==> src/rtl/umem_arbiter.sv <==
// Arbiter sharing one single-port unified SRAM between the fetch (IF) and memory (DM) ports.
// Define UMEM_ARB_RR_EN for round-robin on contention; otherwise DM has fixed priority over IF.
module umem_arbiter #(
    parameter int ADDR_W  = 16,
    parameter int MEM_LAT = 1
) (
    input  logic              clk,
    input  logic              rst_n,
    input  logic              if_req,
    input  logic [ADDR_W-1:0] if_addr,
    output logic              if_gnt,
    output logic              if_rvalid,
    output logic [31:0]       if_rdata,
    input  logic              dm_req,
    input  logic [3:0]        dm_we,
    input  logic [ADDR_W-1:0] dm_addr,
    input  logic [31:0]       dm_wdata,
    output logic              dm_gnt,
    output logic              dm_rvalid,
    output logic [31:0]       dm_rdata,
    output logic              mem_en,
    output logic [3:0]        mem_we,
    output logic [ADDR_W-1:0] mem_addr,
    output logic [31:0]       mem_wdata,
    input  logic [31:0]       mem_rdata,
    output logic              busy
);

    localparam logic [1:0] LAT = 2'(MEM_LAT);

    localparam logic OWNER_IF = 1'b0;
    localparam logic OWNER_DM = 1'b1;

    logic [1:0] cnt_q, cnt_d;
    logic       owner_q, owner_d;
    logic       grant_ok;
    logic       read_gnt;

`ifdef UMEM_ARB_RR_EN
    logic       last_dm_q, last_dm_d;
`endif

    assign grant_ok = (cnt_q == 2'd0) || (cnt_q == 2'd1);

    // Grants are gated by rst_n so nothing reaches the SRAM while reset is asserted.
    always_comb begin
        if_gnt = 1'b0;
        dm_gnt = 1'b0;
        if (grant_ok && rst_n) begin
`ifdef UMEM_ARB_RR_EN
            if (dm_req && if_req) begin
                dm_gnt = !last_dm_q;
                if_gnt = last_dm_q;
            end else if (dm_req) begin
                dm_gnt = 1'b1;
            end else if (if_req) begin
                if_gnt = 1'b1;
            end
`else
            if (dm_req) begin
                dm_gnt = 1'b1;
            end else if (if_req) begin
                if_gnt = 1'b1;
            end
`endif
        end
    end

    always_comb begin
        mem_en    = 1'b0;
        mem_we    = 4'b0000;
        mem_addr  = '0;
        mem_wdata = '0;
        if (dm_gnt) begin
            mem_en    = 1'b1;
            mem_we    = dm_we;
            mem_addr  = dm_addr;
            mem_wdata = dm_wdata;
        end else if (if_gnt) begin
            mem_en   = 1'b1;
            mem_addr = if_addr;
        end
    end

    // Read data is steered to whichever port owned the read when cnt reaches 1.
    always_comb begin
        if_rvalid = 1'b0;
        dm_rvalid = 1'b0;
        if_rdata  = '0;
        dm_rdata  = '0;
        if (cnt_q == 2'd1) begin
            if (owner_q == OWNER_DM) begin
                dm_rvalid = 1'b1;
                dm_rdata  = mem_rdata;
            end else begin
                if_rvalid = 1'b1;
                if_rdata  = mem_rdata;
            end
        end
    end

    assign busy     = (cnt_q != 2'd0);
    assign read_gnt = if_gnt || (dm_gnt && (dm_we == 4'b0000));

    // A write grant only happens with cnt at 0 or 1, so the plain decrement already lands on 0.
    always_comb begin
        cnt_d   = cnt_q;
        owner_d = owner_q;
        if (cnt_q != 2'd0) begin
            cnt_d = cnt_q - 2'd1;
        end
        if (read_gnt) begin
            cnt_d   = LAT;
            owner_d = dm_gnt ? OWNER_DM : OWNER_IF;
        end
    end

`ifdef UMEM_ARB_RR_EN
    always_comb begin
        last_dm_d = last_dm_q;
        if (dm_req && if_req && (dm_gnt || if_gnt)) begin
            last_dm_d = dm_gnt;
        end
    end
`endif

    always_ff @(posedge clk or negedge rst_n) begin
        if (!rst_n) begin
            cnt_q   <= 2'd0;
            owner_q <= OWNER_IF;
        end else begin
            cnt_q   <= cnt_d;
            owner_q <= owner_d;
        end
    end

`ifdef UMEM_ARB_RR_EN
    always_ff @(posedge clk or negedge rst_n) begin
        if (!rst_n) begin
            last_dm_q <= 1'b0;
        end else begin
            last_dm_q <= last_dm_d;
        end
    end
`endif

endmodule

==> config.mk <==
export PLATFORM = sky130hd
export DESIGN_NAME = umem_arbiter
export DESIGN_NICKNAME = d
export VERILOG_FILES = /design/src/rtl/umem_arbiter.sv
export SDC_FILE = /design/constraint.sdc
export NUM_CORES = 1
export LEC_CHECK = 0
export CORE_AREA = 3 3 86 88
export CTS_CLUSTER_SIZE = 24
export DETAILED_ROUTE_END_ITERATION = 10
export DIE_AREA = 0 0 89 91
export HOLD_SLACK_MARGIN = 0.03
export PLACE_DENSITY = 0.77
export SLEW_MARGIN = 10
export SYNTH_ARGS = -nofsm -noshare
export SYNTH_HDL_FRONTEND = slang
export SYNTH_SLANG_ARGS = --single-unit
==> constraint.sdc <==
create_clock -name clk -period 2 [get_ports clk]
set_clock_uncertainty 0.2 [all_clocks]
set_input_delay 0.2 -clock clk [delete_from_list [all_inputs] [get_ports clk]]
set_output_delay 0.2 -clock clk [all_outputs]
set_load 0.02 [all_outputs]
==> results of run 1 <==
==> through the flow <==
stage	instances	util (%)	instance area [um2]	setup slack, ns	total power [mW]
4_1_cts	464	51.4	3450	-0.115	2.83
6_report	473	53.7	3610	-0.120	3.19
3_3_place_gp	456	51.3	3450	-0.388	2.64
2_1_floorplan	157	-	1050	0.0834	1.36
5_1_grt	473	53.7	3610	-0.183	3.39
3_5_place_dp	456	51.3	3450	-0.446	2.68
==> how the worst max path moves through the flow <==
| stage | to | slack [ns] | cells past startpoint |
|---|---|---|---|
| global route | mem_addr[7] | -0.18 | 8 |
| global placement | mem_addr[5] | -0.39 | 6 |
| CTS | mem_addr[7] | -0.11 | 8 |
| finish | mem_addr[1] | -0.12 | 8 |
| floorplan | mem_addr[10] | 0.08 | 6 |
| detailed placement | mem_addr[12] | -0.45 | 6 |
==> placed cells by master, fill, tap and decap left out, types with 2 or more instances in the layout <==
| cell | synthesis | layout |
|---|---|---|
| clkbuf_8 | 0 | 3 |
| buf_8 | 0 | 2 |
| buf_2 | 5 | 11 |
| clkbuf_16 | 0 | 3 |
| nor2_1 | 4 | 4 |
| clkbuf_2 | 0 | 35 |
| clkdlybuf4s50_1 | 0 | 103 |
| inv_2 | 0 | 2 |
| and2_1 | 69 | 38 |
| a22o_1 | 16 | 16 |
| buf_6 | 1 | 55 |
| a21oi_1 | 2 | 2 |
| buf_12 | 0 | 3 |
| ha_4 | 0 | 2 |
| buf_16 | 0 | 2 |
| and3_1 | 32 | 32 |
| and2_4 | 1 | 32 |
| dfrtp_1 | 3 | 3 |
| buf_4 | 0 | 34 |
==> worst max-delay path, cell delays in order, from the launching register on <==
cell	delay, ns
dfrtp_1	0.41
inv_2	0.07
ha_4	0.17
o21ai_2	0.16
nor3b_2	0.07
buf_6	0.14
buf_16	0.14
a22o_1	0.21
buf_6	0.13
==> state kept, by name, indices dropped and copies added, names as in the netlist <==
| name | flops |
|---|---|
| cnt_q | 2 |
| owner_q | 1 |
==> cell families (layout without fill, tap and decap cells) <==
| group | count (synthesis) | after routing |
|---|---|---|
| buf+inv | 20 | 256 |
| compound gates | 20 | 20 |
| xor+xnor | 1 | 1 |
| fa+ha+maj | 2 | 2 |
| flops | 3 | 3 |
| simple gates | 111 | 111 |
==> cell type report <==
type                            count  area (um2)  share of cell area, %
Sequential cell                     3        75.1                   2.08
Timing Repair Buffer              249        2360                   65.5
Inverter                            3        11.3                  0.312
Multi-Input combinational cell    134        1010                   28.1
Clock buffer                        4        45.0                   1.25
Tap cell                           80         100                   2.77
==> timing repair <==
item                       in CTS  in global routing
gates cloned                    2                  7
setup endpoints to repair     122                113
gates resized for setup       421                202
hold endpoints to repair        0                  0
pin swaps                       3                 23
buffers inserted                2                  2
==> metal layers <==
layer  part of all wire [%]  GRT usage [%]  wire length [um]  vias to the layer above
li1                       -              -                 -                     1001
met1                     33           16.8              2730                      915
met2                     54           32.4              4490                      143
met3                     11           4.99               944                        8
met4                    1.3           4.59               110                        0
met5                      0              0                 0                        -
==> power groups by stage <==
stage,registers (mW),logic [mW],clock network [mW]
2_1_floorplan,0.111,1.24,0
3_3_place_gp,0.106,2.53,0
3_5_place_dp,0.107,2.57,0
4_1_cts,0.119,2.52,0.183
5_1_grt,0.123,3.08,0.188
6_report,0.118,2.89,0.179
==> results.yml, run 1 <==
clock_tree:
  cts_tree: "done"
  clkTransAtPathRegs_ns: 0.03
  cts.path.max_buffers: 2
  clkLatencyLatePin_ns: 0.22
  cts-buffers-inserted: 3
  h-tree-depth: 1
  clkSinkCount: 3
  root_buffer: "clkbuf_8"
  cts_hold_buf: 0
synth:
  synth-async-reset-ratio_pct: 100
  yosys_warnings: 0
  synth_area_leaders: "and2_1 (41%), and3_1 (19%), a22o_1 (13%)"
  synth_most_common_cell: "and2_1"
  synth-compound-area-share_pct: 15.7
  syn_nets: 263
  syn-cell-area_um2: 1050
  synth_commonest_cells: "and2_1 (69), and3_1 (32), a22o_1 (16), clkbuf_1 (11), buf_2 (5)"
  yosysTopAreaCell: "and2_1"
  synthSimpleGateAreaFrac_pct: 65.4
  synth_top_area_share_pct: 41.1
  ys_seq_area_share_pct: 7.15
  synth-xor-area-share_pct: 0.834
  synth-edff-count: 0
  synth.avg_cell_area_um2: 6.69
  synthAdderAreaFrac_pct: 2.38
  synth_top_family_by_area: "simple AND/OR/NAND/NOR gates"
  syn_inst: 157
  ys.flop_type: "dfrtp_1"
  synth-seq-cells: 3
  muxShareOfSynthArea_pct: 0
  yosys.cell_types.count: 20
critical_path:
  arrival_ns: 1.72
  r2r_end: "cnt_q[0]"
  critPathLaunchType: "flop"
  r2r_start: "cnt_q[0]"
  worst-path-max-fanout: 8
  r2r_setup_slack_ns: 0.03
  required_ns: 1.60
  end_kind: "output pin"
  critical_path_class: "flop to output pin"
  startpoint: "cnt_q[0]"
  reg2regPathDepth: 8
floorplan:
  fp.dieArea_um2: 8100
  io_pins: 226
  core_um2: 6720
  die_y_um: 91
  start_util_pct: 15.6
  die-width_um: 89
  rows: 30
detailed_routing:
  routed-via-count: 2067
  drt_iter0_drc: 39
  firstDrtPassIters: 4
  wl_per_cell_um: 17.5
  ant_nets: 0
  post-route-drc-count: 0
  via_per_inst: 4.37
  wl_mm: 8.27
sta:
  period_needed_ns: 2.12
  rsz0062_at_grt: "yes"
  tightest_slew_ns: 0.340
  fin_hold_ws_ns: 0.162
  hold_viol: 0
  fin_setup_tns_ns: -1.96
  fmax_mhz: 472
  finalCritPeriodShare_pct: 106
  relSlewSlack_pct: 77.1
  drv_slew: 0
  finalSetupViolations: 30
  setup_ws_ns: -0.120
pwr:
  p_sw_share_pct: 46.9
  power.leakage_nw: 1.86
  p_clk_share_pct: 5.6
  power.density_nw_per_um2: 883
  intPower_mw: 1.69
  power.share.sequential_pct: 3.7
  net-switching-power_mw: 1.49
  irDropWorstVdd_v: 0.000349
  share_comb_of_total_power_pct: 90.7
outcome:
  status: "finished with violations"
  violations: "negative setup slack"
finish:
  syn_to_final_growth_pct: 244
  antennaDiodeCount: 0
  drive_gt1_share_pct: 47.8
  fillers: 665
  nets: 500
placement:
  gp_congestion: 0.934
  dp_hpwl_mm: 6.14
  port_buffers: 225
grt:
  antenna_found_initial: 0
  gr-total-overflow: 0
  grt_usage_pct: 16.8
  grt_max_degree: 46
  grt_first_pass_wirelength_mm: 10.6
  grt_pass1_vias: 2018
job:
  drv_cap: 0
worst_hold_path:
  hp-class: "input port to asynchronous set/reset pin"
Note: power is estimated with default switching activity, not from simulation.
==> run 2, diff against run 1 <==
--- a/config.mk
+++ b/config.mk
@@ -5,12 +5,15 @@
 export SDC_FILE = /design/constraint.sdc
 export NUM_CORES = 1
 export LEC_CHECK = 0
-export CORE_AREA = 3 3 86 88
+export CAP_MARGIN = 10
+export CELL_PAD_IN_SITES_DETAIL_PLACEMENT = 0
+export CELL_PAD_IN_SITES_GLOBAL_PLACEMENT = 1
+export CORE_MARGIN = 3
+export CORE_UTILIZATION = 10
 export CTS_CLUSTER_SIZE = 24
 export DETAILED_ROUTE_END_ITERATION = 10
-export DIE_AREA = 0 0 89 91
 export HOLD_SLACK_MARGIN = 0.03
-export PLACE_DENSITY = 0.77
+export PLACE_DENSITY = 0.91
 export SLEW_MARGIN = 10
 export SYNTH_ARGS = -nofsm -noshare
 export SYNTH_HDL_FRONTEND = slang
==> run 2 against run 1 <==
  * The flow still finishes with violations (negative setup slack)
  * Highest routed layer unchanged
  * Utilization shrank 16 points
  * Cell count grew 11%
  * Total power grew 14%
  * Critical path type unchanged
  * Design area grew 4.9%
  * Largest cell class unchanged
  * Sequential power is essentially flat
  * Clock-buffer cell count is the same
  * Non-clock buffer count shrank 3
==> results.yml, run 2 (same netlist as run 1, synthesis figures left out) <==
finish:
  antennaDiodeCount: 0
  utilization_pct: 37.9
  top_register: "cnt_q"
  drive_gt1_share_pct: 51.0
  final_cells: 523
  largest_reg_flops: 2
  final_area_um2: 3780
  nets: 497
  reg_top3: "cnt_q (2), owner_q (1)"
  final_cell_mix: "clkdlybuf4s50_1 (103), buf_6 (67), buf_2 (51)"
  layout_commonest_cell: "clkdlybuf4s50_1"
  syn_to_final_growth_pct: 261
detailed_routing:
  wl_met3_um: 981
  post-route-drc-count: 0
  wl_met1_mm: 2.55
  ant_nets: 0
  firstDrtPassIters: 4
  routed-via-count: 2099
  via_per_inst: 4.01
  wl_per_cell_um: 14.8
  wl_mm: 7.72
  wl_met2_mm: 4.15
  top_layer_used: "met4"
  drt_iter0_drc: 106
clock_tree:
  h-tree-depth: 1
  clkSinkCount: 3
  cts_hold_buf: 0
  root_buffer: "clkbuf_8"
  cts.path.max_buffers: 2
  cts-buffers-inserted: 3
  clkLatencyLatePin_ns: 0.22
  cts_tree: "done"
  clkTransAtPathRegs_ns: 0.03
outcome:
  status: "finished with violations"
  violations: "negative setup slack"
sta:
  drv_slew: 0
  fin_hold_ws_ns: 0.214
  fmax_mhz: 465
  hold_viol: 0
  relSlewSlack_pct: 75.9
  setup_ws_ns: -0.151
  period_needed_ns: 2.15
  finalCritPeriodShare_pct: 108
  finalSetupViolations: 84
  rsz0062_at_grt: "yes"
  tightest_slew_ns: 0.359
critical_path:
  path_cells: "inv_2, ha_4, o211a_4, clkbuf_16, a22o_1, buf_6"
  required_ns: 1.60
  cp_slowest_cell: "dfrtp_1"
  critical_path_class: "flop to output pin"
  arrival_ns: 1.75
  worst-path-max-fanout: 7
  critPathLaunchType: "flop"
  end_kind: "output pin"
  cp_slowest_stage_delay_ns: 0.41
grt:
  gr-total-overflow: 0
  grt_first_pass_wirelength_mm: 10.3
  grt_usage_pct: 11.2
  grt_max_degree: 35
  antenna_found_initial: 0
  grt_pass1_vias: 2095
floorplan:
  core_um2: 10000
  io_pins: 226
  start_util_pct: 10.5
  die_y_um: 108
  rows: 36
  fp.dieArea_um2: 11800
  die-width_um: 108
placement:
  port_buffers: 225
  dpl-instance-area_um2: 3510
  dpl.cell_count: 508
  gp_congestion: 0.690
  dp_hpwl_mm: 5.45
job:
  drv_cap: 0
worst_hold_path:
  hp-class: "input port to asynchronous set/reset pin"
pwr:
  power.density_nw_per_um2: 958
  finalPower_mw: 3.62
  irDropWorstVdd_v: 0.000446
  power.leakage_nw: 1.94
[run 2: cell type report]
| class | count | area (um2) |
|---|---|---|
| clock buffer | 4 | 45.0 |
| fill | 1021 | 6210 |
| inverter | 3 | 11.3 |
| multi-input combinational | 134 | 1060 |
| sequential | 3 | 75.1 |
| tap | 133 | 166 |
| timing repair buffer | 246 | 2420 |
[run 2: through the flow]
step / TNS (ns) / setup slack, ns
after floorplan: 0 / 0.0834
after global placement: -32.54 / -0.375
after detailed placement: -37.53 / -0.390
after CTS: -4.53 / -0.144
after global routing: -11.82 / -0.206
final: -6.58 / -0.151
[run 2: metal layers]
layer	vias up	GRT usage, %
li1	1000	-
met1	951	11.3
met2	146	21.8
met3	2	3.88
met4	0	2.25
met5	-	0
[run 2: worst paths after layout]
| path | from | to | slack (ns) | depth (start not counted) |
|---|---|---|---|---|
| worst max-delay path | cnt_q[0] | mem_addr[9] | -0.15 | 6 |
| worst min-delay path | rst_n | cnt_q[0] | 0.21 | 2 |
| worst max register to register | cnt_q[0] | cnt_q[0] | 0.04 | 6 |
| worst min register to register | cnt_q[1] | cnt_q[1] | 0.39 | 2 |
| max in group asynchronous | rst_n | cnt_q[1] | 1.29 | 2 |
| min in group clk | cnt_q[1] | cnt_q[1] | 0.39 | 2 |
[run 2: repair_timing]
| action | in CTS | in global routing |
|---|---|---|
| endpoints found under the setup margin | 122 | 120 |
| cloned | 3 | 6 |
| buffers inserted | 3 | 1 |
| gates resized for setup | 487 | 192 |
| pin swaps | 5 | 43 |
[run 2: where the power goes]
part	total, mW	internal (mW)	switching [mW]	leakage (nW)
combinational	3.33	1.81	1.51	1.88
sequential	0.119	0.0906	0.0284	0.0373
clock	0.178	0.136	0.0416	0.0228
[run 2: worst max-delay path: cells and delay by family, from the launching register on]
| family | cells | cell delay [ns] |
|---|---|---|
| adders and majority gates | 1 | 0.18 |
| buffers and inverters | 3 | 0.38 |
| AOI/OAI and AO/OA | 2 | 0.55 |
| DFF | 1 | 0.41 |
==> run 3, diff against run 2 <==
--- a/config.mk
+++ b/config.mk
@@ -14,6 +14,7 @@
 export DETAILED_ROUTE_END_ITERATION = 10
 export HOLD_SLACK_MARGIN = 0.03
 export PLACE_DENSITY = 0.91
+export REMOVE_ABC_BUFFERS = 1
 export SLEW_MARGIN = 10
 export SYNTH_ARGS = -nofsm -noshare
 export SYNTH_HDL_FRONTEND = slang
==> run 3 against run 2 <==
  * Global-route usage up 0.16 points
  * Register-to-register slack better by 0.03 ns
  * Fmax about the same
  * The run still ends with negative setup slack left
==> results.yml, run 3 (same netlist as run 1, synthesis figures left out) <==
finish:
  antennaDiodeCount: 0
  top_register: "cnt_q"
  final_cell_mix: "clkdlybuf4s50_1 (103), buf_6 (88), and2_4 (62)"
  layout_commonest_cell: "clkdlybuf4s50_1"
  largest_reg_flops: 2
  multi_input_area_um2: 1100
  reg_top3: "cnt_q (2), owner_q (1)"
  syn_to_final_growth_pct: 305
  nets: 512
  drive_gt1_share_pct: 56.5
  regArea_um2: 75.1
  fillers: 972
  final_area_um2: 4250
detailed_routing:
  routed-via-count: 2157
  wl_mm: 8.50
  post-route-drc-count: 0
  via_per_inst: 4.01
  wl_per_cell_um: 15.8
  ant_nets: 0
  drt_iter0_drc: 72
  firstDrtPassIters: 4
clock_tree:
  cts_tree: "done"
  root_buffer: "clkbuf_8"
  clkTransAtPathRegs_ns: 0.03
  cts_hold_buf: 0
  clkLatencyLatePin_ns: 0.21
  h-tree-depth: 1
  cts.path.max_buffers: 2
  cts-buffers-inserted: 3
  clkSinkCount: 3
critical_path:
  critPathLaunchType: "flop"
  arrival_ns: 1.75
  required_ns: 1.60
  worst-path-max-fanout: 13
  end_kind: "output pin"
  critical_path_class: "flop to output pin"
pwr:
  share_comb_of_total_power_pct: 92.6
  power.density_nw_per_um2: 925
  power.share.sequential_pct: 3.0
  power.leakage_nw: 2.00
  finalPower_mw: 3.93
  intPower_mw: 2.28
  net-switching-power_mw: 1.65
  irDropWorstVdd_v: 0.000442
  p_clk_share_pct: 4.5
  p_sw_share_pct: 41.9
grt:
  antenna_found_initial: 0
  gr-total-overflow: 0
  grt_max_degree: 56
  grt_first_pass_wirelength_mm: 10.7
  grt_pass1_vias: 2165
  grt_usage_pct: 11.3
floorplan:
  start_util_pct: 10.5
  core_um2: 10000
  rows: 36
  die-width_um: 108
  fp.dieArea_um2: 11800
  io_pins: 226
  die_y_um: 108
sta:
  finalSetupViolations: 77
  finalCritPeriodShare_pct: 108
  tightest_slew_ns: 0.426
  rsz0062_at_grt: "yes"
  period_needed_ns: 2.15
  fin_hold_ws_ns: 0.216
  drv_slew: 0
  fmax_mhz: 465
  setup_ws_ns: -0.152
  hold_viol: 0
  relSlewSlack_pct: 71.3
  fin_setup_tns_ns: -4.54
job:
  drv_cap: 0
placement:
  dpl-instance-area_um2: 3520
  gp_congestion: 0.710
  port_buffers: 225
  dp_hpwl_mm: 5.93
outcome:
  status: "finished with violations"
  violations: "negative setup slack"
worst_hold_path:
  hp-class: "input port to asynchronous set/reset pin"
==> run 3: cell count changes in the layout (fill, tap and decap cells not counted), sizes merged <==
cell | before | now
clkdlybuf4s15 | 0 | 31
clkbuf | 11 | 10
buf | 134 | 119
==> run 3: stage by stage <==
stage	std cells	utilization, %	setup slack (ns)
after floorplan	140	-	-1.46
after CTS	525	37.6	-0.124
after global placement	509	35.2	-0.392
after detailed placement	509	35.2	-0.433
after global routing	538	42.5	-0.197
final	538	42.5	-0.152
==> run 3: worst max-delay path, cell delays in order (launching register included) <==
cell and delay (ns):
dfrtp_1 0.41, ha_4 0.20, buf_6 0.12, nor2b_4 0.12, buf_4 0.14, buf_12 0.14, buf_4 0.13, and2_4 0.15
buf_6 0.12
==> run 3: repair_timing <==
action | CTS | global route
gates resized for setup | 587 | 110
cloned | 2 | 9
setup endpoints to repair | 122 | 119
setup buffers | 10 | 4
pin swaps | 4 | 33
==> run 3: final cells by class <==
cell class | count | share of cell area [%]
clock buffer | 4 | 1.06
inverter | 3 | 0.265
multi-input combinational | 134 | 25.9
sequential | 3 | 1.77
tap | 133 | 3.92
timing repair buffer | 261 | 67.1
==> run 3: path summary, 6_finish.rpt <==
| check | from | endpoint | slack, ns | depth (start not counted) |
|---|---|---|---|---|
| worst min-delay path | rst_n | cnt_q[0] | 0.22 | 2 |
| worst max-delay path | cnt_q[0] | if_rdata[18] | -0.15 | 8 |
| max in group asynchronous | rst_n | cnt_q[1] | 1.29 | 2 |
| worst max register to register | cnt_q[0] | cnt_q[0] | 0.07 | 6 |
| min in group clk | cnt_q[1] | cnt_q[1] | 0.42 | 2 |
| worst min register to register | cnt_q[1] | cnt_q[1] | 0.42 | 2 |
==> run 3: per-layer routing <==
layer / vias up / global-route usage, % / part of all wire [%] / wire [um]
li1: 1034 / - / - / -
met4: 0 / 1.08 / 0.93 / 79
met2: 144 / 23.3 / 54 / 4590
met3: 5 / 3.46 / 13 / 1120
met1: 974 / 11.3 / 32 / 2710
met5: - / 0 / 0 / 0
==> run 3: power by group through the flow <==
stage / combinational (mW) / sequential (mW) / clock (mW)
after floorplan: 1.15 / 0.131 / 0
after global placement: 2.53 / 0.105 / 0
after detailed placement: 2.55 / 0.107 / 0
after CTS: 3.19 / 0.111 / 0.177
after global routing: 3.85 / 0.121 / 0.181
final: 3.64 / 0.117 / 0.175
